==> src/rtl/ins_fetch.sv <==
// Instruction fetch stage: 16x16 instruction store loaded over a valid/ready
// port, a 4-bit program counter, and local resolution of branch and halt words.
module ins_fetch #(
    parameter logic [3:0] RESET_PC = 4'd0
) (
    input  logic        clk,
    input  logic        rst,
    input  logic        load_valid,
    output logic        load_ready,
    input  logic [3:0]  LOAD_ADDR,
    input  logic [15:0] LOAD_DATA,
    input  logic        start,
    input  logic        cond,
    output logic [15:0] INS,
    output logic [3:0]  PC,
    output logic        ins_valid,
    output logic        halted
);

    // Word presented to the decoder whenever no real instruction is available;
    // opcode 3'b011 keeps the decoder from writing.
    localparam logic [15:0] NOOP_WORD = 16'h0300;
    localparam logic [2:0]  OP_BRANCH = 3'b100;

    typedef enum logic [1:0] {
        ST_IDLE = 2'd0,
        ST_RUN  = 2'd1,
        ST_HALT = 2'd2
    } state_t;

    state_t      state_q;
    state_t      state_d;
    logic [3:0]  pc_q;
    logic [3:0]  pc_d;
    logic [15:0] mem_q [16];

    logic [15:0] rd_word_s;
    logic [15:0] ins_s;
    logic        ins_valid_s;
    logic        is_branch_s;
    logic        load_fire_s;

    // The store only accepts words while not executing.
    assign load_ready  = (state_q != ST_RUN);
    assign load_fire_s = load_valid & load_ready & ~rst;
    assign halted      = (state_q == ST_HALT);
    assign INS         = ins_s;
    assign ins_valid   = ins_valid_s;
    assign PC          = pc_q;

    // Next-state, next-PC and the word shown to the decoder (zero-latency fetch).
    always_comb begin
        state_d     = state_q;
        pc_d        = pc_q;
        ins_s       = NOOP_WORD;
        ins_valid_s = 1'b0;
        rd_word_s   = mem_q[pc_q];
        is_branch_s = (rd_word_s[10:8] == OP_BRANCH);
        case (state_q)
            ST_IDLE, ST_HALT: begin
                if (start) begin
                    state_d = ST_RUN;
                    pc_d    = RESET_PC;
                end else begin
                    state_d = state_q;
                    pc_d    = pc_q;
                end
            end
            ST_RUN: begin
                if (rd_word_s[15]) begin
                    // Halt wins over any branch encoding in the same word; PC
                    // stays on the halt word so it can be inspected.
                    state_d = ST_HALT;
                    pc_d    = pc_q;
                end else begin
                    ins_s       = rd_word_s;
                    ins_valid_s = 1'b1;
                    if (is_branch_s && cond) begin
                        pc_d = rd_word_s[7:4];
                    end else begin
                        pc_d = pc_q + 4'd1;
                    end
                end
            end
            default: begin
                state_d = ST_IDLE;
                pc_d    = RESET_PC;
            end
        endcase
    end

    // State and program counter registers with synchronous reset.
    always_ff @(posedge clk) begin
        if (rst) begin
            state_q <= ST_IDLE;
            pc_q    <= RESET_PC;
        end else begin
            state_q <= state_d;
            pc_q    <= pc_d;
        end
    end

    // Instruction store: never cleared, so a program survives a reset.
    always_ff @(posedge clk) begin
        if (load_fire_s) begin
            mem_q[LOAD_ADDR] <= LOAD_DATA;
        end
    end

endmodule

==> config.mk <==
export PLATFORM = sky130hd
export DESIGN_NAME = ins_fetch
export DESIGN_NICKNAME = d
export VERILOG_FILES = /design/src/rtl/ins_fetch.sv
export SDC_FILE = /design/constraint.sdc
export NUM_CORES = 1
export LEC_CHECK = 0
export ABC_AREA = 1
export BUFFER_PORTS_ARGS = -buffer_cell sky130_fd_sc_hd__buf_2
export CAP_MARGIN = 30
export CORE_MARGIN = 2
export CORE_UTILIZATION = 45
export DETAILED_ROUTE_END_ITERATION = 6
export GPL_ROUTABILITY_DRIVEN = 0
export GPL_TIMING_DRIVEN = 0
export PLACE_DENSITY_LB_ADDON = 0.05
export SETUP_SLACK_MARGIN = 0.4
export SYNTH_ARGS = -nofsm -noshare
export SYNTH_HDL_FRONTEND = slang
export SYNTH_SLANG_ARGS = --single-unit
==> constraint.sdc <==
create_clock -name clk -period 2 [get_ports clk]
set_input_delay 0.2 -clock clk [delete_from_list [all_inputs] [get_ports clk]]
set_output_delay 0.2 -clock clk [all_outputs]
set_load 0.05 [all_outputs]
==> impl_metrics.py <==
metrics = {
    "sta": {
        "finalHoldViolCount": 0,
        "setup_viol": 24,
        "timing.fmax_mhz": 382,
        "layout_setup_ws_ns": -0.618,
        "rsz0062_at_grt": "true",
        "skew_ns": 0.00569,
        "drv_slew": 0,
        "fin_setup_tns_ns": -11.73,
        "finalCritPeriodShare_pct": 131,
        "final.min_clock_period_ns": 2.62,
    },
    "routing": {
        "routed_wl_mm": 32.7,
        "ant_nets": 0,
        "top_layer": "met4",
        "routedWlPerCell_um": 22.9,
        "vias_per_cell": 5.31,
        "dr_wl_met2_mm": 16.9,
        "drt_iter0_markers": 567,
        "wl_met1_mm": 13.4,
        "dr.pass1.iters": 5,
        "vias": 7587,
        "wl_met3_mm": 1.57,
        "drc_errors": 0,
    },
    "cells_and_area": {
        "layout_common_cells": "edfxtp_1, nand2_1, nor2_1",
        "nets": 1112,
        "area_delta_synth_final_pct": 36.2,
        "drive_gt1_share_pct": 31.9,
        "nFillCells": 1863,
        "final_common_cell": "edfxtp_1",
        "fin_area_sq_mm": 0.0149,
        "antennaDiodeCount": 0,
    },
    "power_and_ir_drop": {
        "p_seq_share_pct": 52.3,
        "p_clk_share_pct": 40.7,
        "power_frac_comb_pct": 7.0,
        "finalPower_w": 0.0118,
        "power_density_mw_per_mm2": 788,
        "swShare_pct": 21.7,
        "peakVddDrop_v": 0.000611,
        "power_switching_w": 0.00255,
        "intPower_w": 0.00922,
        "p_leak_nw": 5.44,
    },
    "floorplan": {
        "io_pins": 48,
        "die_x_um": 160,
        "core_sq_mm": 0.0241,
        "die-area_sq_mm": 0.0257,
        "die_h_um": 160,
        "num_rows": 57,
        "start_util_pct": 45.5,
    },
    "logic_synthesis": {
        "synth_edf_count": 256,
        "synth_top_cell_by_area": "edfxtp_1",
        "synth-compound-area-share_pct": 8.47,
        "yosys.area_share.simple_pct": 14.0,
        "synth_mux_area_share_pct": 0,
        "synth_top_area_share_pct": 70.0,
        "synthCells": 909,
        "synth.avg_cell_area_sq_um": 12.1,
        "ys_ff_latch": 266,
        "synth-main-ff-cell": "edfxtp_1",
        "synth_nets": 935,
        "synthAdderAreaFrac_pct": 0.114,
        "synth_xor_xnor_area_share_pct": 0.160,
        "ys_types": 29,
        "synth_top_family_by_area": "simple AND/OR/NAND/NOR gates",
        "synth_area_leaders": "edfxtp_1, nor2_1, nand2_1, o21ai_0, nand3_1",
        "yosysWarnings": 0,
        "synth_area_sq_mm": 0.0110,
        "ys_seq_area_share_pct": 71.9,
        "async_flop_share_pct": 0,
    },
    "critical_path": {
        "rr_worst_depth": 18,
        "worstPathArrival_ns": 2.42,
        "crit_chain": "buf_8, buf_12, buf_12, buf_12, buf_6, nor2_1, o221ai_1, o21ai_1, nand2_1, nand2_2, nor2_4, buf_6",
        "cp_max_fo": 8,
        "slowest_delay_ns": 0.39,
        "endpoint_kind": "output port",
        "crit_family": "buffers and inverters",
        "regToRegSetupSlack_ns": -0.42,
        "crit_buf_inv": 6,
        "required_ns": 1.80,
        "cpMostUsedCell": "buf_12",
        "critical_path_class": "reg2out",
        "cpMaxStageDelayCell": "dfxtp_4",
        "start_kind": "flop",
    },
    "outcome": {
        "status": "finished, violations left",
        "violations": "setup timing",
    },
    "grt": {
        "grt_pass1_vias": 7579,
        "gr-total-overflow": 0,
        "grt_pass1_wl_mm": 48.0,
        "grt_use_total_pct": 25.3,
        "grt_antenna_before_repair": 0,
        "grt_max_degree": 17,
    },
    "clock_tree": {
        "clock_latency_ns": 0.53,
        "cts_root_buf": "clkbuf_16",
        "ctsHtreeMaxLevel": 1,
        "clkTransAtPathRegs_ns": 0.06,
        "cts.sinks": 266,
        "cts_tree": "yes",
        "cts_buffers": 29,
        "clockBufferDepth": 3,
    },
    "worst_hold_path": {
        "hold_end": "mem_q[13][5]$_DFFE_PP_",
        "worstHoldStart": "LOAD_DATA[5]",
        "hold_path_depth": 1,
        "hold_class": "in2reg",
    },
    "place": {
        "portBuffers": 46,
        "dp_hpwl_mm": 18.6,
        "dpl_cell_area_sq_mm": 0.0120,
        "place_ws_ns": -0.811,
    },
    "flow_run": {
        "maxCapViolations": 0,
    },
}
[worst reg2reg max path: stages (launching register included)]
cell and delay, ns:
dfxtp_4 0.39, inv_4 0.05, buf_8 0.12, buf_12 0.14, buf_4 0.13, buf_6 0.12
buf_6 0.11, buf_6 0.12, nand2_2 0.05, nand3_2 0.07, nand3_2 0.09, nand3_4 0.10
buf_6 0.13, buf_6 0.11, a21oi_4 0.19, nand2_2 0.12, nand2_2 0.09, nand3_2 0.06
a21oi_2 0.15
[kinds of logic after synthesis]
family | Yosys count
adders and majority gates | 1
xor gates and xnor gates | 2
AOI/OAI and AO/OA | 158
buffers and inverters | 119
and+or+nand+nor | 362
DFF | 266
other | 1
[worst max-delay path by stage]
| stage | start | endpoint | slack, ns | cells after the start |
|---|---|---|---|---|
| after floorplan | flop | INS[3] | 0.07 | 9 |
| after global placement | rst | mem_q[15][13]$_DFFE_PP_ | -1.44 | 6 |
| after detailed placement | flop | INS[12] | -0.81 | 9 |
| after CTS | flop | INS[13] | -0.60 | 9 |
| after global routing | flop | INS[0] | -0.70 | 12 |
| final | flop | INS[0] | -0.62 | 12 |
[flip-flops by register name, summed over array words and instances (netlist names), named ones only]
signal   count
mem_q      256
PC           4
state_q      2
[power groups by stage]
stage	logic [W]	registers, W	clock network [W]
2_1_floorplan	0.000306	0.00627	0
3_3_place_gp	0.000524	0.00627	0
3_5_place_dp	0.000538	0.00627	0
4_1_cts	0.000750	0.00615	0.00486
5_1_grt	0.000873	0.00615	0.00508
6_report	0.000823	0.00615	0.00480
[area by class of cell]
class                   count  area [sq um]  share of cell area [%]
plain buffers              53           682                    4.56
clock buffers              34           744                    4.98
clock inverters            16          95.1                   0.636
inverters                  66           264                    1.77
multi-input cells         524          3050                    20.4
flip-flops and latches    266          7900                    52.8
well taps                 324           405                    2.71
repair buffers            146          1810                    12.1
[layer usage]
metal / global-route usage, % / vias to the layer above
met5: 0 / -
met4: 6.84 / 0
met3: 2.68 / 48
met2: 45.5 / 222
met1: 32.9 / 3750
li1: - / 3567
[timing repair]
action                                 4_1_cts  5_1_grt
resized for setup                          214       74
gates cloned                                 6        4
hold buffers                                 3        0
pin swaps                                   58       65
setup endpoints to repair                  283      250
endpoints found under the hold margin        6        0
buffers inserted                            65       12
[per-stage QoR]
step	hold WS (ns)	utilization, %	std cells
after floorplan	0.269	-	909
after global placement	0.458	49.1	1279
after detailed placement	0.462	49.9	1289
after CTS	0.0245	60.2	1413
after global routing	0.0322	62.0	1429
final	0.0426	62.0	1429
[cell usage after synthesis (2+ instances only)]
library cell  instances
buf_6                11
dfxtp_1              10
nand2_1             136
clkbuf_1             14
nor2_1              141
nand3_2               8
nand3_1              67
a21oi_1               6
inv_2                 4
o22ai_1              18
o21ai_0              87
buf_2                17
o21ai_2               2
edfxtp_1            256
o211ai_1             16
inv_1                62
nor2_2                3
a211oi_1              2
buf_4                11
o221ai_1             14
o21ai_1              12
nand2_2               5
Note: power is estimated with default switching activity, not from simulation.
